`src/rtl/ttl_parity_frame_receiver_pkg.sv`:
```
// Shared types and line-level constants for the serial parity frame receiver.
package ttl_parity_frame_receiver_pkg;

  typedef enum logic [1:0] {
    IDLE   = 2'd0,
    DATA   = 2'd1,
    PARITY = 2'd2,
    STOP   = 2'd3
  } state_t;

  localparam logic START_BIT = 1'b0;
  localparam logic STOP_BIT  = 1'b1;

endpackage

```
`src/rtl/ttl_parity_frame_receiver_parity_tree.sv`:
```
// Combinational reduction XOR: odd is 1 when the word holds an odd number of ones.
module ttl_parity_frame_receiver_parity_tree #(
  parameter int DATA_WIDTH = 8
) (
  input  logic [DATA_WIDTH-1:0] data,
  output logic                  odd
);

  assign odd = ^data;

endmodule

```
`src/rtl/ttl_parity_frame_receiver.sv`:
```
// Strobe-qualified serial frame receiver: start, DATA_WIDTH bits LSB-first, parity, stop.
// Commits the word with parity/framing flags and a one-cycle q_valid pulse.
module ttl_parity_frame_receiver
  import ttl_parity_frame_receiver_pkg::*;
#(
  parameter int DATA_WIDTH = 8
) (
  input  logic                  clk,
  input  logic                  clr_n,
  input  logic                  ser,
  input  logic                  ser_valid,
  input  logic                  odd_sel,
  input  logic                  abort,
  output logic [DATA_WIDTH-1:0] q,
  output logic                  q_valid,
  output logic                  perr,
  output logic                  ferr,
  output logic                  busy,
  output state_t                dbg_state
);

  localparam int CW = (DATA_WIDTH > 1) ? $clog2(DATA_WIDTH) : 1;
  localparam logic [CW-1:0] LAST = CW'(DATA_WIDTH - 1);

  // ser is consumed on every clk edge where ser_valid=1; there is no back-pressure,
  // and q_valid is a single-cycle pulse that the consumer must catch.
  state_t                state;
  logic [CW-1:0]         cnt;
  logic [DATA_WIDTH-1:0] shreg;
  logic                  pbit;
  logic                  odd_lat;
  logic                  data_odd;

  ttl_parity_frame_receiver_parity_tree #(
    .DATA_WIDTH (DATA_WIDTH)
  ) u_parity_tree (
    .data (shreg),
    .odd  (data_odd)
  );

  always_ff @(posedge clk or negedge clr_n) begin
    if (!clr_n) begin
      state   <= IDLE;
      cnt     <= '0;
      shreg   <= '0;
      pbit    <= 1'b0;
      odd_lat <= 1'b0;
      q       <= '0;
      q_valid <= 1'b0;
      perr    <= 1'b0;
      ferr    <= 1'b0;
      busy    <= 1'b0;
    end else begin
      q_valid <= 1'b0;
      // Abort overrides any sample in the same edge, including the stop bit.
      if (abort) begin
        state <= IDLE;
        cnt   <= '0;
        busy  <= 1'b0;
      end else if (ser_valid) begin
        case (state)
          IDLE: begin
            if (ser == START_BIT) begin
              state <= DATA;
              cnt   <= '0;
              busy  <= 1'b1;
            end
          end
          DATA: begin
            shreg[cnt] <= ser;
            if (cnt == LAST) begin
              state <= PARITY;
              cnt   <= '0;
            end else begin
              cnt <= cnt + 1'b1;
            end
          end
          PARITY: begin
            pbit    <= ser;
            odd_lat <= odd_sel;
            state   <= STOP;
          end
          STOP: begin
            q       <= shreg;
            perr    <= ((data_odd ^ pbit) != odd_lat);
            ferr    <= (ser != STOP_BIT);
            q_valid <= 1'b1;
            state   <= IDLE;
            busy    <= 1'b0;
          end
          default: begin
            state <= IDLE;
            cnt   <= '0;
            busy  <= 1'b0;
          end
        endcase
      end
    end
  end

  assign dbg_state = state;

endmodule
```
`config.mk`:
```
export PLATFORM = sky130hd
export DESIGN_NAME = ttl_parity_frame_receiver
export DESIGN_NICKNAME = d
export VERILOG_FILES = /design/src/rtl/ttl_parity_frame_receiver_pkg.sv /design/src/rtl/ttl_parity_frame_receiver_parity_tree.sv /design/src/rtl/ttl_parity_frame_receiver.sv
export SDC_FILE = /design/constraint.sdc
export NUM_CORES = 1
export LEC_CHECK = 0
export CAP_MARGIN = 20
export CORE_MARGIN = 4
export CORE_UTILIZATION = 52
export DETAILED_ROUTE_END_ITERATION = 6
export PLACE_DENSITY = 0.84
export SETUP_SLACK_MARGIN = 0.4
export SLEW_MARGIN = 0
export SYNTH_ARGS = -nofsm -noshare
export SYNTH_HDL_FRONTEND = slang
export SYNTH_SLANG_ARGS = --single-unit
```
`constraint.sdc`:
```
create_clock -name clk -period 1.93 [get_ports clk]
set_input_delay 0.4825 -clock clk [delete_from_list [all_inputs] [get_ports clk]]
set_output_delay 0.4825 -clock clk [all_outputs]
set_load 0.02 [all_outputs]
```
# After elaboration in Yosys (flattened, before gate mapping)
# Cells that the tools add are included.
[op_classes]
order_cmp = 2
add_sub_neg = 1
muxes = 20
n_eq_ne = 7
bitwise_logic = 3
n_reduce_logical = 12
[op_table]
columns = ["cell", "count"]
rows = [
  ["AND reduction 3 bit", 6],
  ["2-to-1 mux 3 bit", 4],
  ["bitwise mux 8 bit", 1],
  ["2-to-1 mux 2 bit", 4],
  ["one-hot mux 2 bit (4 select lines)", 1],
  ["XOR reduction 8 bit", 1],
  ["2-to-1 mux 1 bit", 7],
  ["inequality test 3 bit, second input constant", 2],
  ["one-hot mux 3 bit (2 select lines)", 1],
  ["nonzero test 3 bit", 2],
  ["== test 2 bit, second input constant", 2],
  ["< comparator 3 x 4 -> 1 bit, second input constant", 1],
  ["adder 3 x 1 -> 3 bit, second input constant", 1],
  ["demux 1 bit (select 3 bit)", 1],
  ["== test 3 bit, second input constant", 1],
  ["greater-or-equal comparator 3 x 1 -> 1 bit, second input constant", 1],
  ["== test 2 x 1 -> 1 bit, second input constant", 1],
  ["zero test 2 bit", 1],
  ["inverter 1 bit", 2],
  ["one-hot mux 1 bit (2 select lines)", 1],
  ["nonzero test 2 bit", 1],
  ["logical AND 1 bit", 1],
  ["inequality test 1 bit", 1],
  ["bitwise XOR 1 bit", 1],
]
[word_totals]
input_bits = 6
reg_bits = 27
output_inout_bits = 14

# Logic depth before layout (Yosys ltp)
[depth]
word_depth = 5
depth_mapped = 6
mapped_depth_nobuf = 6

# Cells and area by module
# Synthesis repeated with hierarchy kept, for this count alone.
[unflattened]
hier_cells = 113
area_unflattened_um2 = 1345.0
[by_module_without_submodules]
columns = ["mod", "area_each_um2", "cells_each", "instances"]
rows = [
  ["ttl_parity_frame_receiver", 1283.7, 106, 1],
  ["ttl_parity_frame_receiver_parity_tree", 61.3, 7, 1],
]

# Worst setup path before layout
# OpenSTA, ideal clock, no wires.
[synth_path]
path_kind = "register -> register"
startpoint = "register state[0], in the netlist dbg_state[0]"
endpoint = "register cnt[0]"
required_time_ns = 1.812
path_buffers = 0
arrival_time_ns = 1.578
slack_ns = 0.234
setup_ns = 0.118
synth_period_minus_slack_ns = 1.696
stages_incl_launch_ff = 7
cell_sequence = "dfrtp_1 -> inv_1 -> ha_1 -> or2_2 -> a21oi_1 -> nor4_1 -> a21o_1"
[synth_via]
elab_chain_cells = 4
elab_cells_between_ends = 8
[synth_rtl]
columns = ["element", "line", "rtl"]
rows = [
  ["start: declaration", "ttl_parity_frame_receiver.sv:27", "state_t state;"],
  ["start signal: assignment", "ttl_parity_frame_receiver.sv:43", "state <= IDLE;"],
  ["start signal: assignment", "ttl_parity_frame_receiver.sv:57", "state <= IDLE;"],
  ["start signal: assignment", "ttl_parity_frame_receiver.sv:64", "state <= DATA;"],
  ["== test 2 x 1 -> 1 bit or zero test 2 bit (tied branches)", "ttl_parity_frame_receiver.sv:61", "case (state)"],
  ["one-hot mux 3 bit (2 select lines)", "ttl_parity_frame_receiver.sv:61", ""],
  ["2-to-1 mux 3 bit", "ttl_parity_frame_receiver.sv:60", "end else if (ser_valid) begin"],
  ["2-to-1 mux 3 bit", "ttl_parity_frame_receiver.sv:56", "if (abort) begin"],
  ["end signal: assignment", "ttl_parity_frame_receiver.sv:75", "cnt <= cnt + 1'b1;"],
  ["end: declaration", "ttl_parity_frame_receiver.sv:28", "logic [CW-1:0] cnt;"],
]
# Parallel ways exist; a longest one is shown, timed or not. The select of a mux whose other input is x is not followed.
# A chain may end at the register's enable or synchronous reset.

# Worst setup path in the final report
[layout_path]
startpoint = "register state[1], in the netlist dbg_state[1]"
endpoint = "output port dbg_state[1]"
[layout_lines]
columns = ["element", "line", "rtl"]
rows = [
  ["end: declaration", "ttl_parity_frame_receiver.sv:19", "output state_t dbg_state"],
]
# No word-level cell between the ends.

==> results_dict.tcl <==
set metrics [dict create \
    drc 0 \
    grt_pass1_wl_mm 3.86 \
    cts_hold_buf 0 \
    h-tree-depth 1 \
    layout_commonest_cell "dfrtp_1" \
    clk_pin_slew_ns 0.15 \
    r2r_slack_ns 0.41 \
    critPathKind "register to output port" \
    initial_utilization 0.571 \
    grt_max_degree 28 \
    clock.fmax_ghz 0.652 \
    vias_per_cell 5.22 \
    drtIter0Drc 15 \
    cts-root-buf "clkbuf_4" \
    syn_avg_cell_area_sq_um 12.1 \
    synth_top_family_by_area "multiplexers" \
    syn_nets 120 \
    synth-xor-area-share 0.0706 \
    post_drt_wl_per_cell_microns 14.4 \
    fin_setup_tns_ns 0 \
    layout_common_cells "dfrtp_1 (23), mux2_2 (17), nand2_1 (12), clkbuf_2 (12), buf_4 (9)" \
    numCtsBuffers 3 \
    core_area_sq_um 2300 \
    synth-simple-area-share 0.135 \
    num_vias 866 \
    grt_pass1_vias 838 \
    postSynthCellCount 108 \
    drv_slew 0 \
    finalCriticalPeriod_ns 1.53 \
    critical-path-max-stage-delay_ns 0.45 \
    clockBufferDepth 2 \
    num_io_pins 20 \
    worstPathArrival_ns 1.05 \
    required_ns 1.45 \
    path_cells "clkdlybuf4s15_1" \
    gp_congestion 0.751 \
    maxSlewHeadroom 0.773 \
    critPathLaunchType "register" \
    drive_above_1_share 0.449 \
    final_core_util 0.719 \
    die_h_microns 58.2 \
    drt_first_pass_iters 4 \
    drtAntennaViolNets 0 \
    port_buffers 19 \
    multi_input_comb_area_sq_um 673 \
    synth_compound_area_frac 0.0420 \
    antenna_found_initial 0 \
    worstPathMaxFanout 4 \
    worst_clock_skew_ns 0.00547 \
    syn_area_sq_um 1310 \
    cts.sinks 27 \
    die_area_sq_um 3390 \
    die_w_microns 58.2 \
    wl_mm 2.39 \
    ys_ff_latch 27 \
    synth-edff-count 0 \
    clock_latency_ns 0.32 \
    grtUsageTotal 0.151 \
    rsz0062_at_grt "true" \
    outcome "completed" \
    synthMuxAreaShare 0.155 \
    synth_flop_cell "dfrtp_1" \
    crit_slowest_cell "dfrtp_2" \
    setup_viol 0 \
    max_slew.worst_pin.slew_ns 0.340 \
    leakagePower_nw 0.829 \
    cap_violations 0 \
    cts_tree "yes" \
    p_total_w 0.00127 \
    dp_hpwl_mm 1.67 \
    fill_cells 168 \
    synth.distinct_cells 28 \
    nets 151 \
    n_antenna_cell 0 \
    yosysWarnings 0 \
    ff_latch_area_sq_um 681 \
    hold_violations 0 \
    endpoint_kind "output port" \
    ir_worst_vdd_v 0.000505 \
    area_growth_pct 26.0 \
    synth_adder_area_share 0.0573 \
    crit_buf_inv 1 \
    hp-class "register to register" \
    setup_ws_ns 0.396 \
    finalCritPeriodShare 0.795 \
    pre_cts_slack_ns -0.0896 \
    async_flop_share 1.00 \
    synth_seq_area_share 0.515 \
    cp_top_family "flip-flops" \
    placementRows 17 \
    p_per_area_nw_per_um2 768 \
    grt-ovfl-total 0 \
]
-- per-layer routing --
| metal | up-vias | GRT usage | share of wire |
|---|---|---|---|
| li1 | 430 | - | - |
| met1 | 422 | 0.208 | 0.46 |
| met2 | 12 | 0.239 | 0.50 |
| met3 | 2 | 0.0290 | 0.032 |
| met4 | 0 | 0.0497 | 0.0071 |
| met5 | - | 0 | 0 |
-- per-stage QoR --
stage / hold WS, ns / instance area, sq um / instances
6_report: 0.496 / 1650 / 166
4_1_cts: 0.502 / 1630 / 159
5_1_grt: 0.519 / 1650 / 166
3_3_place_gp: 0.461 / 1580 / 155
2_1_floorplan: 0.187 / 1340 / 108
3_5_place_dp: 0.469 / 1580 / 155
-- sequential cells by signal (all words and copies together) (netlist names) --
signal and count:
perr 1, pbit 1, dbg_state 2, q 8, odd_lat 1, shreg 8, busy 1, cnt 3
q_valid 1, ferr 1
-- power by group --
part | leakage, nW | total, W | internal, W | switching (W)
clock | 0.0139 | 0.000249 | 0.0000791 | 0.000170
combinational | 0.450 | 0.000359 | 0.000200 | 0.000160
sequential | 0.365 | 0.000660 | 0.000618 | 0.0000413
total | 0.829 | 0.00127 | 0.000897 | 0.000371
-- Yosys cell counts (all sizes together) (2+ instances only) --
cell type	n	area share
nand3b	2	0.011
o21ai	2	0.0076
mux2	18	0.15
ha	6	0.057
nand4b	2	0.013
nand2	13	0.037
nor3b	2	0.011
dfrtp	27	0.52
a21oi	2	0.0076
nand3	3	0.011
xnor2	7	0.047
nor2	5	0.014
inv	3	0.0086
buf	3	0.013
-- cells by family (layout without fill, tap and decap cells) --
group,Yosys count,after routing
and+or+nand+nor,33,33
DFF,27,27
muxes,18,18
xor gates and xnor gates,9,9
AOI/OAI and AO/OA,8,8
buffers and inverters,7,37
adders and majority gates,6,6
-- worst paths after layout --
kind                                   start      endpoint  cells after the start
max in group asynchronous              clr_n  dbg_state[0]                      2
worst max-delay path            dbg_state[1]  dbg_state[1]                      1
worst min register to register          perr          perr                      2
worst max register to register  dbg_state[0]      shreg[2]                      5
worst min-delay path                    perr          perr                      2
min in group asynchronous              clr_n      shreg[1]                      2
-- layout make-up --
class                   instances  share of cell area
flip-flops and latches         27               0.412
repair buffers                 30               0.134
multi-input cells              74               0.408
inverters                       3             0.00682
clock buffers                   3              0.0136
well taps                      28              0.0212
clock inverters                 1             0.00455
-- what timing repair did --
item / in CTS / in global routing
cloned: 0 / 0
buffers inserted: 0 / 7
gates resized for setup: 31 / 25
setup endpoints to repair: 23 / 25
pin swaps: 1 / 2
Power figures use the tool's default switching activity.
